### config.mk
export PLATFORM = sky130hd
export DESIGN_NAME = multicycle_ctrl_flat
export DESIGN_NICKNAME = d
export VERILOG_FILES = /design/src/rtl/multicycle_ctrl_if.sv /design/src/rtl/multicycle_ctrl.sv /design/src/flat_wrapper.sv
export SDC_FILE = /design/constraint.sdc
export NUM_CORES = 1
export LEC_CHECK = 0
export CORE_AREA = 2 2 62 64
export DETAILED_ROUTE_END_ITERATION = 7
export DIE_AREA = 0 0 64 66
export GPL_TIMING_DRIVEN = 0
export PLACE_DENSITY = 0.85
export RECOVER_POWER = 50
export SETUP_SLACK_MARGIN = 0.3
export SLEW_MARGIN = 20
export SYNTH_ARGS = -nofsm -noshare
export SYNTH_HDL_FRONTEND = slang
export SYNTH_SLANG_ARGS = --single-unit
### constraint.sdc
create_clock -name clk -period 5.8 [get_ports clk]
set_clock_uncertainty 0.2 [all_clocks]
set_input_delay 0.87 -clock clk [delete_from_list [all_inputs] [get_ports clk]]
set_output_delay 0.87 -clock clk [all_outputs]
set_load 0.03 [all_outputs]
### src/rtl/multicycle_ctrl_if.sv
// multicycle_ctrl_if: instruction/status inputs and datapath control outputs of the multicycle controller
interface multicycle_ctrl_if;
    logic [5:0]  Op;
    logic [5:0]  Funct;
    logic        Zero;
    logic        Mem_ready;
    logic        PC_we;
    logic        IR_we;
    logic        Extend_sel;
    logic        ALUSrc;
    logic [2:0]  ALU_op;
    logic        RegDst;
    logic        Reg_we;
    logic        MemtoReg;
    logic        Mem_re;
    logic        Mem_we;
    logic        Branch_taken;
    logic        Illegal;
    logic [2:0]  State;
    logic [15:0] Retired;
    modport master (
        output Op, Funct, Zero, Mem_ready,
        input  PC_we, IR_we, Extend_sel, ALUSrc, ALU_op, RegDst, Reg_we, MemtoReg,
               Mem_re, Mem_we, Branch_taken, Illegal, State, Retired
    );
    modport slave (
        input  Op, Funct, Zero, Mem_ready,
        output PC_we, IR_we, Extend_sel, ALUSrc, ALU_op, RegDst, Reg_we, MemtoReg,
               Mem_re, Mem_we, Branch_taken, Illegal, State, Retired
    );
endinterface

### src/rtl/multicycle_ctrl.sv
// multicycle_ctrl: IF/ID/EX/MEM/WB control FSM for a small MIPS subset with retired-instruction counter
module multicycle_ctrl (
    input logic            clk,
    input logic            rst,
    multicycle_ctrl_if.slave bus
);
    typedef enum logic [2:0] {S_IF = 3'd0, S_ID = 3'd1, S_EX = 3'd2, S_MEM = 3'd3, S_WB = 3'd4, S_ERR = 3'd5} state_t;
    state_t      state, state_nx;
    logic [5:0]  op_q, funct_q;
    logic [15:0] retired_q;
    logic        is_r, is_lw, is_sw, is_beq, sext, retire;
    logic [2:0]  alu_fn;
    logic        pc_we, ir_we, ext_sel, alu_src, reg_dst, reg_we, mem_to_reg, mem_re, mem_we, br_taken;
    logic [2:0]  alu_op;

    function automatic logic legal(input logic [5:0] op, input logic [5:0] fn);
        return (op == 6'b000000) ? (fn inside {6'b100000, 6'b100010, 6'b100100, 6'b100101, 6'b101010})
                                 : (op inside {6'b001000, 6'b001001, 6'b001100, 6'b001101, 6'b001111,
                                               6'b100011, 6'b101011, 6'b000100});
    endfunction

    assign is_r   = op_q == 6'b000000;
    assign is_lw  = op_q == 6'b100011;
    assign is_sw  = op_q == 6'b101011;
    assign is_beq = op_q == 6'b000100;
    assign sext   = op_q inside {6'b001000, 6'b001001, 6'b100011, 6'b101011, 6'b000100};

    always_comb begin
        alu_fn = 3'b000;
        if (is_r)
            case (funct_q)
                6'b100010: alu_fn = 3'b001;
                6'b100100: alu_fn = 3'b010;
                6'b100101: alu_fn = 3'b011;
                6'b101010: alu_fn = 3'b100;
                default:   alu_fn = 3'b000;
            endcase
        else
            case (op_q)
                6'b001100: alu_fn = 3'b010;
                6'b001101: alu_fn = 3'b011;
                6'b001111: alu_fn = 3'b101;
                6'b000100: alu_fn = 3'b001;
                default:   alu_fn = 3'b000;
            endcase
    end

    // Decode uses only the latched opcode; live Op/Funct steer just the ID->EX/ERR choice.
    always_comb begin
        state_nx   = S_IF;
        pc_we      = 1'b0;
        ir_we      = 1'b0;
        ext_sel    = 1'b0;
        alu_src    = 1'b0;
        alu_op     = 3'b000;
        reg_dst    = 1'b0;
        reg_we     = 1'b0;
        mem_to_reg = 1'b0;
        mem_re     = 1'b0;
        mem_we     = 1'b0;
        br_taken   = 1'b0;
        retire     = 1'b0;
        if (state inside {S_EX, S_MEM, S_WB}) begin
            ext_sel = sext;
            alu_src = !is_r && !is_beq;
            alu_op  = alu_fn;
            reg_dst = is_r;
        end
        case (state)
            S_IF: begin
                pc_we    = !rst;
                ir_we    = !rst;
                state_nx = S_ID;
            end
            S_ID:  state_nx = legal(bus.Op, bus.Funct) ? S_EX : S_ERR;
            S_EX: begin
                br_taken = is_beq && bus.Zero;
                pc_we    = is_beq && bus.Zero;
                retire   = is_beq;
                state_nx = is_beq ? S_IF : (is_lw || is_sw) ? S_MEM : S_WB;
            end
            S_MEM: begin
                mem_re   = is_lw;
                mem_we   = is_sw;
                retire   = bus.Mem_ready && is_sw;
                state_nx = !bus.Mem_ready ? S_MEM : is_lw ? S_WB : S_IF;
            end
            S_WB: begin
                reg_we     = 1'b1;
                mem_to_reg = is_lw;
                retire     = 1'b1;
            end
            S_ERR:   state_nx = S_ERR;
            default: state_nx = S_IF;
        endcase
    end

    always_ff @(posedge clk or posedge rst) begin
        if (rst) begin
            state     <= S_IF;
            op_q      <= 6'd0;
            funct_q   <= 6'd0;
            retired_q <= 16'd0;
        end else begin
            state <= state_nx;
            if (state == S_ID) begin
                op_q    <= bus.Op;
                funct_q <= bus.Funct;
            end
            if (retire)
                retired_q <= retired_q + 16'd1;
        end
    end

    assign bus.PC_we        = pc_we;
    assign bus.IR_we        = ir_we;
    assign bus.Extend_sel   = ext_sel;
    assign bus.ALUSrc       = alu_src;
    assign bus.ALU_op       = alu_op;
    assign bus.RegDst       = reg_dst;
    assign bus.Reg_we       = reg_we;
    assign bus.MemtoReg     = mem_to_reg;
    assign bus.Mem_re       = mem_re;
    assign bus.Mem_we       = mem_we;
    assign bus.Branch_taken = br_taken;
    assign bus.Illegal      = state == S_ERR;
    assign bus.State        = state;
    assign bus.Retired      = retired_q;
endmodule
### src/flat_wrapper.sv
// flat-port wrapper written by rule: the top's interface ports become plain ports
module multicycle_ctrl_flat 
  (clk, rst, bus_Op, bus_Funct, bus_Zero, bus_Mem_ready, bus_PC_we, bus_IR_we, bus_Extend_sel, bus_ALUSrc, bus_ALU_op, bus_RegDst, bus_Reg_we, bus_MemtoReg, bus_Mem_re, bus_Mem_we, bus_Branch_taken, bus_Illegal, bus_State, bus_Retired);
  multicycle_ctrl_if bus_i ();
  input logic clk;
  input logic rst;
  input wire logic [$bits(bus_i.Op)-1:0] bus_Op;
  input wire logic [$bits(bus_i.Funct)-1:0] bus_Funct;
  input wire logic [$bits(bus_i.Zero)-1:0] bus_Zero;
  input wire logic [$bits(bus_i.Mem_ready)-1:0] bus_Mem_ready;
  output wire logic [$bits(bus_i.PC_we)-1:0] bus_PC_we;
  output wire logic [$bits(bus_i.IR_we)-1:0] bus_IR_we;
  output wire logic [$bits(bus_i.Extend_sel)-1:0] bus_Extend_sel;
  output wire logic [$bits(bus_i.ALUSrc)-1:0] bus_ALUSrc;
  output wire logic [$bits(bus_i.ALU_op)-1:0] bus_ALU_op;
  output wire logic [$bits(bus_i.RegDst)-1:0] bus_RegDst;
  output wire logic [$bits(bus_i.Reg_we)-1:0] bus_Reg_we;
  output wire logic [$bits(bus_i.MemtoReg)-1:0] bus_MemtoReg;
  output wire logic [$bits(bus_i.Mem_re)-1:0] bus_Mem_re;
  output wire logic [$bits(bus_i.Mem_we)-1:0] bus_Mem_we;
  output wire logic [$bits(bus_i.Branch_taken)-1:0] bus_Branch_taken;
  output wire logic [$bits(bus_i.Illegal)-1:0] bus_Illegal;
  output wire logic [$bits(bus_i.State)-1:0] bus_State;
  output wire logic [$bits(bus_i.Retired)-1:0] bus_Retired;
  assign bus_i.Op = bus_Op;
  assign bus_i.Funct = bus_Funct;
  assign bus_i.Zero = bus_Zero;
  assign bus_i.Mem_ready = bus_Mem_ready;
  assign bus_PC_we = bus_i.PC_we;
  assign bus_IR_we = bus_i.IR_we;
  assign bus_Extend_sel = bus_i.Extend_sel;
  assign bus_ALUSrc = bus_i.ALUSrc;
  assign bus_ALU_op = bus_i.ALU_op;
  assign bus_RegDst = bus_i.RegDst;
  assign bus_Reg_we = bus_i.Reg_we;
  assign bus_MemtoReg = bus_i.MemtoReg;
  assign bus_Mem_re = bus_i.Mem_re;
  assign bus_Mem_we = bus_i.Mem_we;
  assign bus_Branch_taken = bus_i.Branch_taken;
  assign bus_Illegal = bus_i.Illegal;
  assign bus_State = bus_i.State;
  assign bus_Retired = bus_i.Retired;
  multicycle_ctrl u_core (.clk(clk), .rst(rst), .bus(bus_i));
endmodule
Yosys cells after proc, flatten, opt, wreduce, memory -nomap -nowiden
Index checks and enable logic that the tools add are counted.
- register bits after elaboration: 31
- word-level logic and storage cells: 71
- output and inout bits: 33
- reductions and logical operators: 14
- mux-type cells: 22
- $add $sub $neg: 1
- eq/ne operators: 30
- operator list (cell ; count):
    $eq A6 B6 Y1 const B ; 13
    $eq A6 B4 Y1 const B ; 10
    $pmux W3 S4 ; 2
    $mux W3 ; 7
    $add A16 B1 Y16 const B ; 1
    $pmux W3 S5 ; 1
    $eq A6 B3 Y1 const B ; 2
    $logic_not A6 Y1 ; 2
    $mux W1 ; 10
    $reduce_bool A5 Y1 ; 2
    $reduce_bool A8 Y1 ; 1
    $eq A3 B2 Y1 const B ; 2
    $eq A3 B3 Y1 const B ; 2
    $eq A3 B1 Y1 const B ; 1
    $logic_and A1 B1 Y1 ; 3
    $logic_not A1 Y1 ; 3
    $logic_not A3 Y1 ; 1
    $pmux W1 S3 ; 1
    $reduce_bool A3 Y1 ; 1
    $pmux W1 S2 ; 1
    $logic_or A1 B1 Y1 ; 1

Depth between registers and ports, before layout
- depth after elaboration: 5
- mapped depth: 8

Worst setup path after synthesis
No wires, ideal clock.
- path kind: flip-flop to output port
- start point: reg u_core.state[2], in the netlist u_core.bus.State[2]
- end point: out bus_RegDst
- setup slack: 2.539 ns
- required time: 4.730 ns
- path buffers: 0
- cell stages (with the launch flop): 4
- data arrival time: 2.191 ns
- cells stage by stage: dfrtp_1 > nor3b_2 > o21ai_0 > nor3_1
- longest elaborated chain between the ends: 3
- elaborated cells on any way between the ends: 5
- ends and longest elaborated chain (item ; RTL line ; RTL):
    start: declaration ; multicycle_ctrl.sv:8 ; state_t state, state_nx;
    start signal: assignment ; multicycle_ctrl.sv:105 ; state <= state_nx;
    $eq A3 B2 Y1 or $eq A3 B3 Y1 (tied branches) ; multicycle_ctrl.sv:63 ; if (state inside {S_EX, S_MEM, S_WB}) begin
    $reduce_bool A3 Y1 (*) ; multicycle_ctrl.sv:63 ;
    $mux W1 (*) ; multicycle_ctrl.sv:63 ;
    end: declaration ; flat_wrapper.sv:16 ; output wire logic [$bits(bus_i.RegDst)-1:0] bus_RegDst;
Every way passes the cells marked *; elsewhere a longest branch is shown, timed or not.

Worst setup path after layout
- start point: reg u_core.op_q[3]
- end point: out bus_ALU_op[2]
- longest elaborated chain between the ends: 4
- elaborated cells on any way between the ends: 8
- ends and longest elaborated chain (item ; RTL line ; RTL):
    start: declaration ; multicycle_ctrl.sv:9 ; logic [5:0] op_q, funct_q;
    start signal: assignment ; multicycle_ctrl.sv:107 ; op_q <= bus.Op;
    $eq A6 B3 Y1 or $eq A6 B4 Y1 (tied branches) ; multicycle_ctrl.sv:39 ; case (op_q)
    $pmux W3 S4 ; multicycle_ctrl.sv:39 ;
    $mux W3 (*) ; multicycle_ctrl.sv:30 ; if (is_r)
    $mux W3 (*) ; multicycle_ctrl.sv:63 ;
    end: declaration ; flat_wrapper.sv:15 ; output wire logic [$bits(bus_i.ALU_op)-1:0] bus_ALU_op;
Marked as above.

==> impl_metrics.csv <==
group,metric,value,unit
drt,wire_per_inst,14.1,µm
floorplanning,io_pins,49,
timing,setup_tns,0,ns
timing,hold_viol_final,0,
final_layout,final_nets,240,
synth,ys_top_cells_by_count,"dfrtp_1 (31), nand2_1 (19), mux2_2 (12)",
clocking,cts.clk_slew.worst_paths,0.09,ns
timing,period_share,0.640,
drt,dr.pass1.iters,4,
final_layout,diodes,0,
synth,synth-seq-area-share,0.443,
power_and_ir_drop,ir_drop,240,µV
final_layout,multiInputGateArea,881,µm²
worst_setup_path,crit_fanout,10,
synth,ys_async_sr_fraction,1.00,
synth,synth_edf_count,0,
synth,netlist_area,1750,µm²
clocking,cts.hold.buffers_added,0,
grt,grt_use_total,0.205,
worst_setup_path,path_cells,"clkbuf_8, or3_2, nor4_1, nand4b_1, a21oi_1, clkdlybuf4s50_1",
floorplanning,rows,22,
worst_setup_path,worstPathRequired,4.73,ns
final_layout,area_growth,33.2,%
worst_setup_path,critPathSlowestCell,"clkdlybuf4s50_1",
worst_setup_path,cp_data_arrival_time,2.64,ns
final_layout,postLayoutCellArea,2330,µm²
drt,dr_wl_met2,1830,µm
worst_setup_path,setup.worst_path.end_class,"output port",
placed_design,placed_cell_area,2290,µm²
power_and_ir_drop,cellLeakagePower,0.961,nW
clocking,cts_tree,"built",
synth,ys_ff_latch,31,
final_layout,regArea,776,µm²
synth,yosysTopAreaCell,"dfrtp_1",
grt,grt_pass1_wl,6530,µm
synth,synth.most_common_cell,"dfrtp_1",
timing,slew_viol_final,0,
floorplanning,die_area,4220,µm²
power_and_ir_drop,power,0.000933,W
clocking,postCtsSetupBuffers,0,
drt,detail_route.vias_per_cell,5.34,
worst_setup_path,cp-start-kind,"register",
final_layout,fillers,293,
floorplanning,start_util,0.493,
clocking,cts_buffers,5,
grt,grt_pass1_vias,1400,
worst_setup_path,crit_type,"register to output port",
synth,synth_area_leaders,"dfrtp_1 (44%), mux2_2 (7.7%), xnor2_1 (4.5%)",
placed_design,gp_congestion,0.851,
floorplanning,die-height,66,µm
drt,dr_total_vias,1452,
synth,netlist_instances,168,
final_layout,instances_no_fill,272,
placed_design,preCtsSetupSlack,2.38,ns
synth,synth_flop_cell,"dfrtp_1",
drt,met3_length,211,µm
clocking,cts_sinks,31,
hold_path,holdCritPathClass,"register to register",
synth,yosys_warnings,0,
placed_design,portBuffers,48,
synth,synth_top_area_frac,0.443,
floorplanning,die_x,64,µm
clocking,clockBufferDepth,2,
grt,grt_max_degree,32,
clocking,htreeDepth,2,
drt,drc,0,
drt,ant_nets,0,
drt,drt-met1-wl,1740,µm
clocking,cts_root_buf,"clkbuf_4",
timing,setup_slack,2.09,ns
timing,max_slew_margin,0.236,
drt,wl,3840,µm
power_and_ir_drop,p_per_area,400,nW/µm²
grt,antenna_found_initial,0,
timing,fmax,0.269,GHz
synth,ys_types,43,
timing,worstMarginPinSlew,1.14,ns
timing,fin_crit,3.71,ns
placed_design,dpl.hpwl,2880,µm
drt,drt_iter0_drc,70,
placed_design,place_inst,264,
synth,syn-num-nets,185,
drt,top_layer_used,"met4",
grt,grt-ovfl-total,0,
timing,setup_viol,0,
floorplanning,core,3550,µm²
synth,synth_area_per_cell,10.4,µm²
timing,rsz0062_at_grt,"no",
worst_setup_path,reg2reg_slack,3.27,ns
status,status,"complete, no violations",
worst_setup_path,cpPeakStageDelay,0.69,ns
final_layout,drive_gt1_frac,0.143,
clocking,postCtsResizedCells,0,
run,drv_cap,0,
clocking,clk_latency,0.34,ns
## state kept, by name, summed over array words and instances, names as in the netlist
register and flops:
u_core.funct_q 6, u_core.bus.Retired 16, u_core.op_q 6, u_core.bus.State 3
## layout by cell type (no fill, tap or decap), types with 2 or more instances in the layout
cell type / netlist / layout
a41oi_1: 2 / 2
nand4_1: 8 / 8
clkbuf_1: 0 / 2
nor3b_1: 2 / 2
clkdlybuf4s50_1: 0 / 46
buf_6: 2 / 2
nor4_1: 2 / 2
o21ai_0: 5 / 5
nor3_1: 11 / 12
inv_1: 7 / 7
nand2b_1: 3 / 3
xnor2_1: 9 / 9
clkbuf_8: 1 / 3
nand3_1: 3 / 3
xor2_1: 6 / 6
clkbuf_4: 0 / 5
mux2_2: 12 / 12
dfrtp_1: 31 / 31
nor2_1: 7 / 7
mux2i_1: 3 / 3
dlygate4sd3_1: 0 / 2
and3_1: 4 / 4
nand3b_1: 2 / 2
a21oi_1: 7 / 7
nand2_1: 19 / 19
## power breakdown
group | switching [W] | internal [W]
clock | 0.0000718 | 0.0000712
combinational | 0.000210 | 0.000206
sequential | 0.0000918 | 0.000283
total | 0.000373 | 0.000560
## cells by family (layout without fill, tap and decap cells)
logic type                 count (synthesis)  in the layout  synth area share
AOI/OAI and AO/OA                         22             22            0.0944
muxes                                     15             15            0.0944
and+or+nand+nor                           73             73             0.247
buffers and inverters                     11             67            0.0386
adders and majority gates                  1              1           0.00715
DFF                                       31             31             0.443
xor gates and xnor gates                  15             15            0.0751
## final cells by class
type                       instances  share of cell area
buffer                             4              0.0172
multi-input combinational        126               0.378
clock buffer                       8              0.0295
tap                               48              0.0258
sequential                        31               0.333
timing repair buffer              48               0.206
inverter                           7              0.0113
## through the flow
step,hold slack [ns],utilization
after floorplan,0.272,-
after global placement,0.264,0.645
after CTS,0.281,0.665
final,0.279,0.657
after global routing,0.308,0.657
after detailed placement,0.268,0.645
## worst max-delay path: cells and delay by family (launching register included)
kind | cells | cell delay [ns]
AO/OA/AOI/OAI | 1 | 0.18
buffers and inverters | 2 | 0.85
AND/OR/NAND/NOR | 3 | 0.89
flip-flops | 1 | 0.38
## worst paths after layout
kind | start | end | cells past startpoint
worst max-delay path | u_core.op_q[3]$_DFFE_PP0P_ | bus_ALU_op[2] | 6
worst min-delay path | u_core.bus.Retired[15]$_DFFE_PP0P_ | u_core.bus.Retired[15]$_DFFE_PP0P_ | 1
worst max register to register | u_core.op_q[2]$_DFFE_PP0P_ | u_core.bus.Retired[15]$_DFFE_PP0P_ | 8
worst min register to register | u_core.bus.Retired[15]$_DFFE_PP0P_ | u_core.bus.Retired[15]$_DFFE_PP0P_ | 1
max in group asynchronous | rst | u_core.funct_q[4]$_DFFE_PP0P_ | 2
min in group asynchronous | rst | u_core.bus.State[0]$_DFF_PP0_ | 2
## per-layer routing
metal  global-route usage  up-vias
met5                    0        -
met4               0.0815        0
met3               0.0562        5
met2                0.344       40
met1                0.249      687
li1                     -      720
No activity file was read; power rests on OpenSTA's default activity.
